`src/rtl/mpu_fault_pkg.sv`:
```
// mpu_fault_pkg: register map, STATUS layout and fault record width shared by the fault unit.
package mpu_fault_pkg;
    localparam logic [2:0] REG_STATUS  = 3'd0;
    localparam logic [2:0] REG_CTRL    = 3'd1;
    localparam logic [2:0] REG_HEAD_PC = 3'd2;
    localparam logic [2:0] REG_HEAD_AD = 3'd3;
    localparam logic [2:0] REG_POP     = 3'd4;
    localparam int STS_OVF      = 8;
    localparam int STS_DROP_LSB = 16;
    localparam int HEAD_WR_BIT  = 31;
    // Record layout, MSB first: {write, addr, pc}
    function automatic int rec_w(input int addr_w);
        return 32 + addr_w + 1;
    endfunction
endpackage

```
`src/rtl/mpu_fault_unit_if.sv`:
```
// mpu_fault_unit_if: word-addressed register port used by the IRQ handler.
interface mpu_fault_unit_if;
    logic        valid;
    logic        ready;
    logic [2:0]  addr;
    logic [31:0] wdata;
    logic [3:0]  wstrb;
    logic [31:0] rdata;
    modport master(output valid, addr, wdata, wstrb, input ready, rdata);
    modport slave(input valid, addr, wdata, wstrb, output ready, rdata);
endinterface

```
`src/rtl/mpu_fault_unit_fifo.sv`:
```
// fault_fifo: show-ahead synchronous FIFO; a push while full is accepted only alongside a pop.
module fault_fifo #(
    parameter int DEPTH = 4,
    parameter int W = 55,
    localparam int AW = $clog2(DEPTH),
    localparam int CW = AW + 1
)(
    input  logic          clk,
    input  logic          resetn,
    input  logic          push,
    input  logic          pop,
    input  logic [W-1:0]  din,
    output logic [W-1:0]  head,
    output logic          full,
    output logic          empty,
    output logic [CW-1:0] count,
    output logic [CW-1:0] count_next
);
    logic [W-1:0] mem [DEPTH];
    logic [AW-1:0] wptr, rptr;
    logic do_push, do_pop;
    assign empty = count == '0;
    assign full = count == CW'(DEPTH);
    assign do_pop = pop && !empty;
    assign do_push = push && (!full || do_pop);
    assign head = mem[rptr];
    assign count_next = count + CW'(do_push) - CW'(do_pop);
    always_ff @(posedge clk or negedge resetn)
        if (!resetn) begin
            wptr <= '0;
            rptr <= '0;
            count <= '0;
        end else begin
            wptr <= wptr + AW'(do_push);
            rptr <= rptr + AW'(do_pop);
            count <= count_next;
        end
    always_ff @(posedge clk)
        if (do_push) mem[wptr] <= din;
endmodule

```
`src/rtl/mpu_fault_unit.sv`:
```
// mpu_fault_unit: captures MPU violation records into a FIFO, raises cpu_irq and exposes
// the records, overflow status and IRQ enable through a one-cycle register handshake.
module mpu_fault_unit import mpu_fault_pkg::*; #(
    parameter int FIFO_DEPTH = 4,
    parameter int ADDR_W = 22,
    parameter int DROP_W = 8
)(
    input  logic              clk,
    input  logic              resetn,
    input  logic              mpu_irq,
    input  logic [31:0]       pc_addr,
    input  logic [ADDR_W-1:0] cpu_addr,
    input  logic [3:0]        cpu_wstrb,
    mpu_fault_unit_if.slave   bus,
    output logic              cpu_irq
);
    localparam int REC_W = rec_w(ADDR_W);
    localparam int CW = $clog2(FIFO_DEPTH) + 1;
    logic irq_q, irq_en, ovf;
    logic [DROP_W-1:0] drop_cnt;
    logic req, wr, push, pop, clr, drop, full, empty;
    logic [CW-1:0] count, count_next;
    logic [REC_W-1:0] head;
    logic [31:0] head_pc, head_ad, status, rd;
    fault_fifo #(.DEPTH(FIFO_DEPTH), .W(REC_W)) u_fifo (
        .clk(clk),
        .resetn(resetn),
        .push(push),
        .pop(pop),
        .din({|cpu_wstrb, cpu_addr, pc_addr}),
        .head(head),
        .full(full),
        .empty(empty),
        .count(count),
        .count_next(count_next)
    );
    always_comb begin
        req = bus.valid && !bus.ready;
        wr = req && |bus.wstrb;
        push = mpu_irq && !irq_q;
        pop = wr && bus.addr == REG_POP;
        clr = wr && bus.addr == REG_STATUS && bus.wdata[STS_OVF];
        // A pop while full frees the slot, so only an unpaired push overflows
        drop = push && full && !pop;
        head_pc = empty ? '0 : head[31:0];
        head_ad = empty ? '0 : 32'(head[32 +: ADDR_W]) | (32'(head[REC_W-1]) << HEAD_WR_BIT);
        status = 32'(count) | (32'(ovf) << STS_OVF) | (32'(drop_cnt) << STS_DROP_LSB);
        rd = bus.addr == REG_STATUS  ? status :
             bus.addr == REG_CTRL    ? 32'(irq_en) :
             bus.addr == REG_HEAD_PC ? head_pc :
             bus.addr == REG_HEAD_AD ? head_ad : '0;
    end
    always_ff @(posedge clk or negedge resetn)
        if (!resetn) begin
            irq_q <= 1'b0;
            irq_en <= 1'b1;
            ovf <= 1'b0;
            drop_cnt <= '0;
            cpu_irq <= 1'b0;
            bus.ready <= 1'b0;
            bus.rdata <= '0;
        end else begin
            irq_q <= mpu_irq;
            bus.ready <= req;
            bus.rdata <= req ? rd : '0;
            if (wr && bus.addr == REG_CTRL) irq_en <= bus.wdata[0];
            if (drop) begin
                ovf <= 1'b1;
                drop_cnt <= clr ? DROP_W'(1) : drop_cnt + DROP_W'(!(&drop_cnt));
            end else if (clr) begin
                ovf <= 1'b0;
                drop_cnt <= '0;
            end
            cpu_irq <= irq_en && count_next != '0;
        end
endmodule

```
`src/flat_wrapper.sv`:
```
// flat-port wrapper written by rule: the top's interface ports become plain ports
module mpu_fault_unit_flat import mpu_fault_pkg::*;
#(
    parameter int FIFO_DEPTH = 4,
    parameter int ADDR_W = 22,
    parameter int DROP_W = 8
)
  (clk, resetn, mpu_irq, pc_addr, cpu_addr, cpu_wstrb, cpu_irq, bus_valid, bus_addr, bus_wdata, bus_wstrb, bus_ready, bus_rdata);
  mpu_fault_unit_if bus_i ();
  input  logic clk;
  input  logic resetn;
  input  logic mpu_irq;
  input  logic [31:0] pc_addr;
  input  logic [ADDR_W-1:0] cpu_addr;
  input  logic [3:0] cpu_wstrb;
  output logic cpu_irq;
  input wire logic [$bits(bus_i.valid)-1:0] bus_valid;
  input wire logic [$bits(bus_i.addr)-1:0] bus_addr;
  input wire logic [$bits(bus_i.wdata)-1:0] bus_wdata;
  input wire logic [$bits(bus_i.wstrb)-1:0] bus_wstrb;
  output wire logic [$bits(bus_i.ready)-1:0] bus_ready;
  output wire logic [$bits(bus_i.rdata)-1:0] bus_rdata;
  assign bus_i.valid = bus_valid;
  assign bus_i.addr = bus_addr;
  assign bus_i.wdata = bus_wdata;
  assign bus_i.wstrb = bus_wstrb;
  assign bus_ready = bus_i.ready;
  assign bus_rdata = bus_i.rdata;
  mpu_fault_unit #(.FIFO_DEPTH(FIFO_DEPTH), .ADDR_W(ADDR_W), .DROP_W(DROP_W)) u_core (.clk(clk), .resetn(resetn), .mpu_irq(mpu_irq), .pc_addr(pc_addr), .cpu_addr(cpu_addr), .cpu_wstrb(cpu_wstrb), .bus(bus_i), .cpu_irq(cpu_irq));
endmodule
```
`config.mk`:
```
export PLATFORM = sky130hd
export DESIGN_NAME = mpu_fault_unit_flat
export DESIGN_NICKNAME = d
export VERILOG_FILES = /design/src/rtl/mpu_fault_pkg.sv /design/src/rtl/mpu_fault_unit_if.sv /design/src/rtl/mpu_fault_unit_fifo.sv /design/src/rtl/mpu_fault_unit.sv /design/src/flat_wrapper.sv
export SDC_FILE = /design/constraint.sdc
export NUM_CORES = 1
export LEC_CHECK = 0
export ABC_AREA = 1
export BUFFER_PORTS_ARGS = -buffer_cell sky130_fd_sc_hd__buf_2
export CAP_MARGIN = 15
export CELL_PAD_IN_SITES_DETAIL_PLACEMENT = 1
export CELL_PAD_IN_SITES_GLOBAL_PLACEMENT = 2
export CORE_MARGIN = 1
export CORE_UTILIZATION = 35
export CTS_CLUSTER_DIAMETER = 50
export DETAILED_ROUTE_END_ITERATION = 6
export PLACE_DENSITY = 0.71
export SKIP_LAST_GASP = 1
export SYNTH_ARGS = -nofsm -noshare
export SYNTH_HDL_FRONTEND = slang
export SYNTH_SLANG_ARGS = --single-unit
export TNS_END_PERCENT = 10
```
`constraint.sdc`:
```
create_clock -name clk -period 4.8 [get_ports clk]
set_input_delay 0.48 -clock clk [delete_from_list [all_inputs] [get_ports clk]]
set_output_delay 0.48 -clock clk [all_outputs]
set_load 0.05 [all_outputs]
```
# Word-level counts from Yosys, hierarchy flattened
# Memory sizes are Yosys's and may differ from the RTL's.
# Cells that the tools add are included.
[word_totals]
word_cells = 64
input_bits = 101
register_bits = 52
out_inout_bits = 34
mem_bits_rw = 220
mem_count = 1
[classes]
n_reduce_logical = 26
eq_ne = 5
muxes = 14
n_addsub = 5
bitwise = 3
[mem_list]
columns = ["memory", "words", "width", "read_ports", "rd_ports_with_merged_regs", "wr", "line", "rtl"]
rows = [
  ["u_core.u_fifo.mem", 4, 55, 1, 0, 1, "mpu_fault_unit_fifo.sv:19", "logic [W-1:0] mem [DEPTH];"],
]
[op_table]
columns = ["op", "n"]
rows = [
  ["$mux 32", 7],
  ["$or 22x32->32", 1],
  ["$or 32x24->32", 1],
  ["$mux 8", 3],
  ["$logic_and 1x1->1", 12],
  ["$or 3x9->9", 1],
  ["$add 8x1->8", 1],
  ["$reduce_and 8->1", 1],
  ["$reduce_or 4->1", 2],
  ["$eq 3x2->1 const B", 2],
  ["$eq 3x3->1 const B", 2],
  ["$logic_not 1->1", 6],
  ["$logic_not 3->1", 2],
  ["$add 2x1->2", 2],
  ["$mux 1", 4],
  ["$add 3x1->3", 1],
  ["$eq 3x1->1 const B", 1],
  ["$reduce_bool 3->1", 1],
  ["$sub 3x1->3", 1],
  ["$reduce_bool 2->1", 1],
  ["$logic_or 1x1->1", 1],
]

# Depth between registers and ports, before layout
[logic_depth]
depth_word = 11
depth_mapped = 15
depth_no_buf = 15

# Cells and area by module
# Synthesis repeated with hierarchy kept, for this count alone.
[unflattened]
cells_unflattened = 970
area_unflattened_um2 = 11305.8
[by_module_without_submodules]
columns = ["module", "cells_each", "area_per_inst_um2", "instances"]
rows = [
  ["fault_fifo", 683, 8967.4, 1],
  ["mpu_fault_unit", 287, 2338.5, 1],
]

# Least setup slack after synthesis
# OpenSTA, ideal clock, no wires.
[synth_timing]
path_type = "reg-to-reg"
from = "register u_core.bus.ready"
to = "memory u_core.u_fifo.mem[0][0] (enable)"
arrival_ns = 5.018
slack_ns = -0.754
stages_incl_launch_ff = 8
setup_ns = 0.536
cell_sequence = "dfrtp_1 -> nor2_4 -> nand2_1 -> nor2_1 -> inv_1 -> nand2_1 -> nand2_1 -> nor3_1"
[synth_via]
elab_chain_cells = 9
[synth_lines]
columns = ["item", "line", "rtl"]
rows = [
  ["start, declared", "mpu_fault_unit_if.sv:10", "modport slave(input valid, addr, wdata, wstrb, output ready, rdata);"],
  ["start signal, assigned", "mpu_fault_unit.sv:64", "bus.ready <= req;"],
  ["$logic_not 1->1", "mpu_fault_unit.sv:38", "req = bus.valid && !bus.ready;"],
  ["$logic_and 1x1->1", "mpu_fault_unit.sv:38", ""],
  ["$logic_and 1x1->1", "mpu_fault_unit.sv:39", "wr = req && |bus.wstrb;"],
  ["$logic_and 1x1->1", "mpu_fault_unit.sv:41", "pop = wr && bus.addr == REG_POP;"],
  ["$logic_and 1x1->1", "mpu_fault_unit_fifo.sv:24", "assign do_pop = pop && !empty;"],
  ["$logic_or 1x1->1", "mpu_fault_unit_fifo.sv:25", "assign do_push = push && (!full || do_pop);"],
  ["$logic_and 1x1->1", "mpu_fault_unit_fifo.sv:25", ""],
  ["$mux 1", "mpu_fault_unit_fifo.sv:39", "if (do_push) mem[wptr] <= din;"],
  ["$mux 1 (not written as such)", "mpu_fault_unit_fifo.sv:39", ""],
  ["end, declared", "mpu_fault_unit_fifo.sv:19", ""],
]
# Every way passes these cells.

# Worst setup path after layout
[layout_timing]
from = "register u_core.u_fifo.count[1]"
to = "register u_core.cpu_irq"
[layout_via]
elab_chain_cells = 9
word_cells_on_any_way = 11
cone_classes = "add/sub: 2; eq/ne: 1; reduce/logical: 8"
[layout_lines]
columns = ["item", "line", "rtl"]
rows = [
  ["start, declared", "mpu_fault_unit_fifo.sv:16", "output logic [CW-1:0] count,"],
  ["start signal, assigned", "mpu_fault_unit_fifo.sv:36", "count <= count_next;"],
  ["$logic_not 3->1", "mpu_fault_unit_fifo.sv:22", "assign empty = count == '0;"],
  ["$logic_not 1->1", "mpu_fault_unit_fifo.sv:24", ""],
  ["$logic_and 1x1->1", "mpu_fault_unit_fifo.sv:24", ""],
  ["$logic_or 1x1->1", "mpu_fault_unit_fifo.sv:25", ""],
  ["$logic_and 1x1->1", "mpu_fault_unit_fifo.sv:25", ""],
  ["$add 3x1->3", "mpu_fault_unit_fifo.sv:27", "assign count_next = count + CW'(do_push) - CW'(do_pop);"],
  ["$sub 3x1->3 (*)", "mpu_fault_unit_fifo.sv:27", ""],
  ["net u_core.count_next[1]", "mpu_fault_unit.sv:22", "logic [CW-1:0] count, count_next;"],
  ["$reduce_bool 3->1 (*)", "mpu_fault_unit.sv:74", "cpu_irq <= irq_en && count_next != '0;"],
  ["$logic_and 1x1->1 (*)", "mpu_fault_unit.sv:74", ""],
  ["end signal, assigned", "mpu_fault_unit.sv:59", "cpu_irq <= 1'b0;"],
  ["end signal, assigned", "mpu_fault_unit.sv:74", ""],
  ["end, declared", "mpu_fault_unit.sv:15", "output logic cpu_irq"],
]
# Mark *: on every way through the listed nets, which the timed path passes. The rest lies on a longest branch.
# A chain may end at the register's enable or synchronous reset.

==> reports/metrics.csv <==
stage,metric,value,unit
timing,skew,0.0155,ns
clock_network,clockBufferDepth,3,
cells_and_area,fin_cells,1441,
synth,yosys.area_share.simple,15.7,%
cells_and_area,final_layout_size_suffix_gt1_share,19.3,%
drt,ant_nets,0,
die,fp.coreArea,0.0307,mm^2
timing,worstMarginPinSlew,0.964,ns
setup_path,crit_arrival,3.43,ns
setup_path,crit_end,u_core.cpu_irq$_DFF_PN0_,
setup_path,critPathLaunchType,register,
clock_network,hold_buffers,0,
synth,ys_ff_latch,272,
status,status,"finished, final reports clean",
synth,syn_nets,1016,
drt,routedWlPerCell,18.8,um
synth,synth_cells,908,
timing,finalSetupViolations,0,
synth,seq_area_frac_synth,72.4,%
grt,grt_max_degree,67,
setup_path,critical_path_buf_inv_count,3,
drt,dr.pass1.iters,4,
clock_network,cts_tree,done,
timing,max_slew_margin,35.7,%
clock_network,h-tree-depth,2,
power,irDropWorstVdd,0.369,mV
setup_path,worst-setup-path-type,register to register,
placement,io_buffers,104,
drt,first_iter_violations,312,
power,comb_power_share,22.8,%
synth,synth.cell_area,0.0109,mm^2
clock_network,cts.sinks,272,
power,intPower,0.00489,W
cells_and_area,syn_to_final_growth,18.5,%
die,initial_utilization,35.6,%
cells_and_area,nets,1127,
synth,syn_area_per_cell,12.0,um^2
grt,grt_util_all_layers,17.7,%
hold_path,hold_class,input pin to register,
placement,dp.final_hpwl,16300,um
grt,grt_pass1_vias,7611,
synth,synth_top_family_by_area,simple AND/OR/NAND/NOR gates,
setup_path,crit_fanout,15,
synth,synthAdderAreaFrac,0.871,%
setup_path,timing.rr.end,u_core.cpu_irq$_DFF_PN0_,
setup_path,cp_slowest_cell,fa_1,
setup_path,cp_slowest_stage_delay,0.47,ns
clock_network,clockRootBuffer,clkbuf_16,
cells_and_area,final_core_util,42.2,%
synth,synth-compound-area-share,6.87,%
setup_path,rr_startpoint,u_core.u_fifo.count[1]$_DFF_PN0_,
clock_network,post_cts_buffers,0,
die,die_width,179,um
grt,gr-total-overflow,0,
setup_path,critical_path_depth,11,
setup_path,reg2regPathDepth,11,
timing,max_clock_freq,328,MHz
synth,synth_warnings,0,
power,power_frac_clock,35.4,%
timing,fin_crit_sh,63.5,%
clock_network,ctsResizeCount,0,
power,switching_power,0.00228,W
synth,synth_xor_area_share,0.561,%
setup_path,r2r_slack,1.75,ns
timing,rsz0062_at_grt,no,
setup_path,critPathMostFrequentCell,inv_1,
timing,hold_ws,0.0962,ns
placement,place.gp.congestion,0.716,
grt,grt_pass1_wl,42400,um
placement,dp.cells,1379,
drt,drcViolationCount,0,
die,num_rows,64,
clock_network,clk_pin_slew,0.05,ns
grt,antenna_found_initial,3,
power,sw_frac_of_total,31.8,%
synth,synth_cell_types,32,
drt,wl,27100,um
cells_and_area,nFillCells,3309,
clock_network,numCtsBuffers,34,
timing,min_period,3.05,ns
power,p_per_area,554,mW/mm^2
timing,drv_slew,0,
die,io_pins,135,
setup_path,endpoint_kind,register,
setup_path,path_delay_family,simple AND/OR/NAND/NOR gates,
setup_path,cp_cell_sequence,"nor2_1, nand2_1, inv_1, nor2_1, ha_1, inv_1, ha_1, fa_1, or2_2, o21ai_0, inv_1",
setup_path,required,5.18,ns
clock_network,clk_latency,0.51,ns
synth,synthMuxAreaShare,0,%
die,dieArea,0.0319,mm^2
drt,viasPerCell,4.95,
power,pwr-share-seq,41.8,%
die,die_h,179,um
drt,via_count,7140,
setup_path,crit_start,u_core.u_fifo.count[1]$_DFF_PN0_,
flow_run,max_cap_viol_count,0,
timing,hold_viol_final,0,
power,p_leak,5.04,nW
## how the worst min path moves through the flow
stage                                start  depth (start not counted)                       endpoint  slack [ns]
detailed placement  u_core.ovf$_DFFE_PN0P_                          2         u_core.ovf$_DFFE_PN0P_        0.47
finish                             mpu_irq                          1         u_core.irq_q$_DFF_PN0_         0.1
floorplan                           resetn                          0  u_core.bus.rdata[0]$_DFF_PN0_        0.18
global route                       mpu_irq                          1         u_core.irq_q$_DFF_PN0_        0.09
global placement    u_core.ovf$_DFFE_PN0P_                          2         u_core.ovf$_DFFE_PN0P_        0.47
CTS                                mpu_irq                          1         u_core.irq_q$_DFF_PN0_        0.08
## worst reg2reg max path, cell delays in order (launching register included)
cell,delay (ns)
dfrtp_1,0.42
nor2_1,0.12
nand2_1,0.44
inv_1,0.34
nor2_1,0.12
ha_1,0.28
inv_1,0.04
ha_1,0.18
fa_1,0.47
or2_2,0.30
o21ai_0,0.16
inv_1,0.06
## synthesized netlist by cell type, drive strengths merged
cell | n | area share (%)
a21o | 1 | 0.069
nand3 | 70 | 3.4
nand2 | 215 | 7.4
or4 | 1 | 0.069
dfstp | 1 | 0.24
nor3 | 6 | 0.38
ha | 6 | 0.69
nand4 | 2 | 0.25
o21ai | 77 | 3.6
o211ai | 1 | 0.069
or2 | 1 | 0.057
a21oi | 51 | 2.3
fa | 1 | 0.18
nor2 | 111 | 4.2
xor2 | 7 | 0.56
clkbuf | 13 | 0.45
inv | 27 | 0.93
buf | 32 | 2.2
dfrtp | 51 | 12
o22ai | 14 | 0.80
edfxtp | 220 | 60
## logic make-up after synthesis
kind of cell,count (synthesis)
buffers and inverters,72
flip-flops,272
AO/OA/AOI/OAI,144
XOR/XNOR,7
adder cells (fa/ha/maj),7
AND/OR/NAND/NOR,406
## cell usage in the layout, fill, tap and decap left out, drive strengths merged
cell	Yosys	final
edfxtp	220	220
nand2	215	215
buf	32	120
nor2	111	111
o21ai	77	77
nand3	70	70
a21oi	51	51
dfrtp	51	51
clkbuf	13	46
inv	27	27
o22ai	14	14
clkinv	0	11
xor2	7	7
ha	6	6
nor3	6	6
bufinv	0	3
nand4	2	2
diode	0	1
o211ai	1	1
or4	1	1
or2	1	1
a21o	1	1
fa	1	1
clkinvlp	0	1
dfstp	1	1
## layer usage
metal	routed length [um]	global-route usage (%)	vias up
met1	11900	22.3	3551
met4	695	6.21	4
li1	-	-	3392
met5	31	0	-
met3	1100	3.39	56
met2	13400	30.4	137
## per-stage QoR
stage	setup slack [ns]	TNS [ns]	instance area [um^2]	power (W)
floorplan	-0.754	-165.90	10900	0.00422
global placement	1.54	0	11800	0.00468
detailed placement	1.52	0	11800	0.00473
CTS	1.69	0	12900	0.00729
global route	1.39	0	12900	0.00757
finish	1.75	0	12900	0.00717
## layout make-up
type                            instances  area, um^2  share of cell area [%]
Inverter                               27         101                   0.783
Multi-Input combinational cell        564        2650                    20.5
Sequential cell                       272        7920                    61.2
Clock inverter                         15         154                    1.19
Antenna cell                            1        2.50                  0.0193
Tap cell                              396         495                    3.83
Clock buffer                           46         980                    7.57
Timing Repair Buffer                  120         641                    4.95
## sequential cells by signal, indices dropped and copies added, names as in the netlist, 2 cells and up
name                 cells
u_core.bus.rdata        32
u_core.drop_cnt          8
u_core.u_fifo.count      3
u_core.u_fifo.mem      220
u_core.u_fifo.rptr       2
u_core.u_fifo.wptr       2
## power by group through the flow
stage          Combinational, W  Clock (W)  Sequential, W
5_1_grt                 0.00187    0.00267        0.00303
2_1_floorplan           0.00117          0        0.00305
4_1_cts                 0.00169    0.00260        0.00300
6_report                0.00163    0.00254        0.00300
3_5_place_dp            0.00168          0        0.00305
3_3_place_gp            0.00164          0        0.00304
Power figures use the tool's default switching activity.
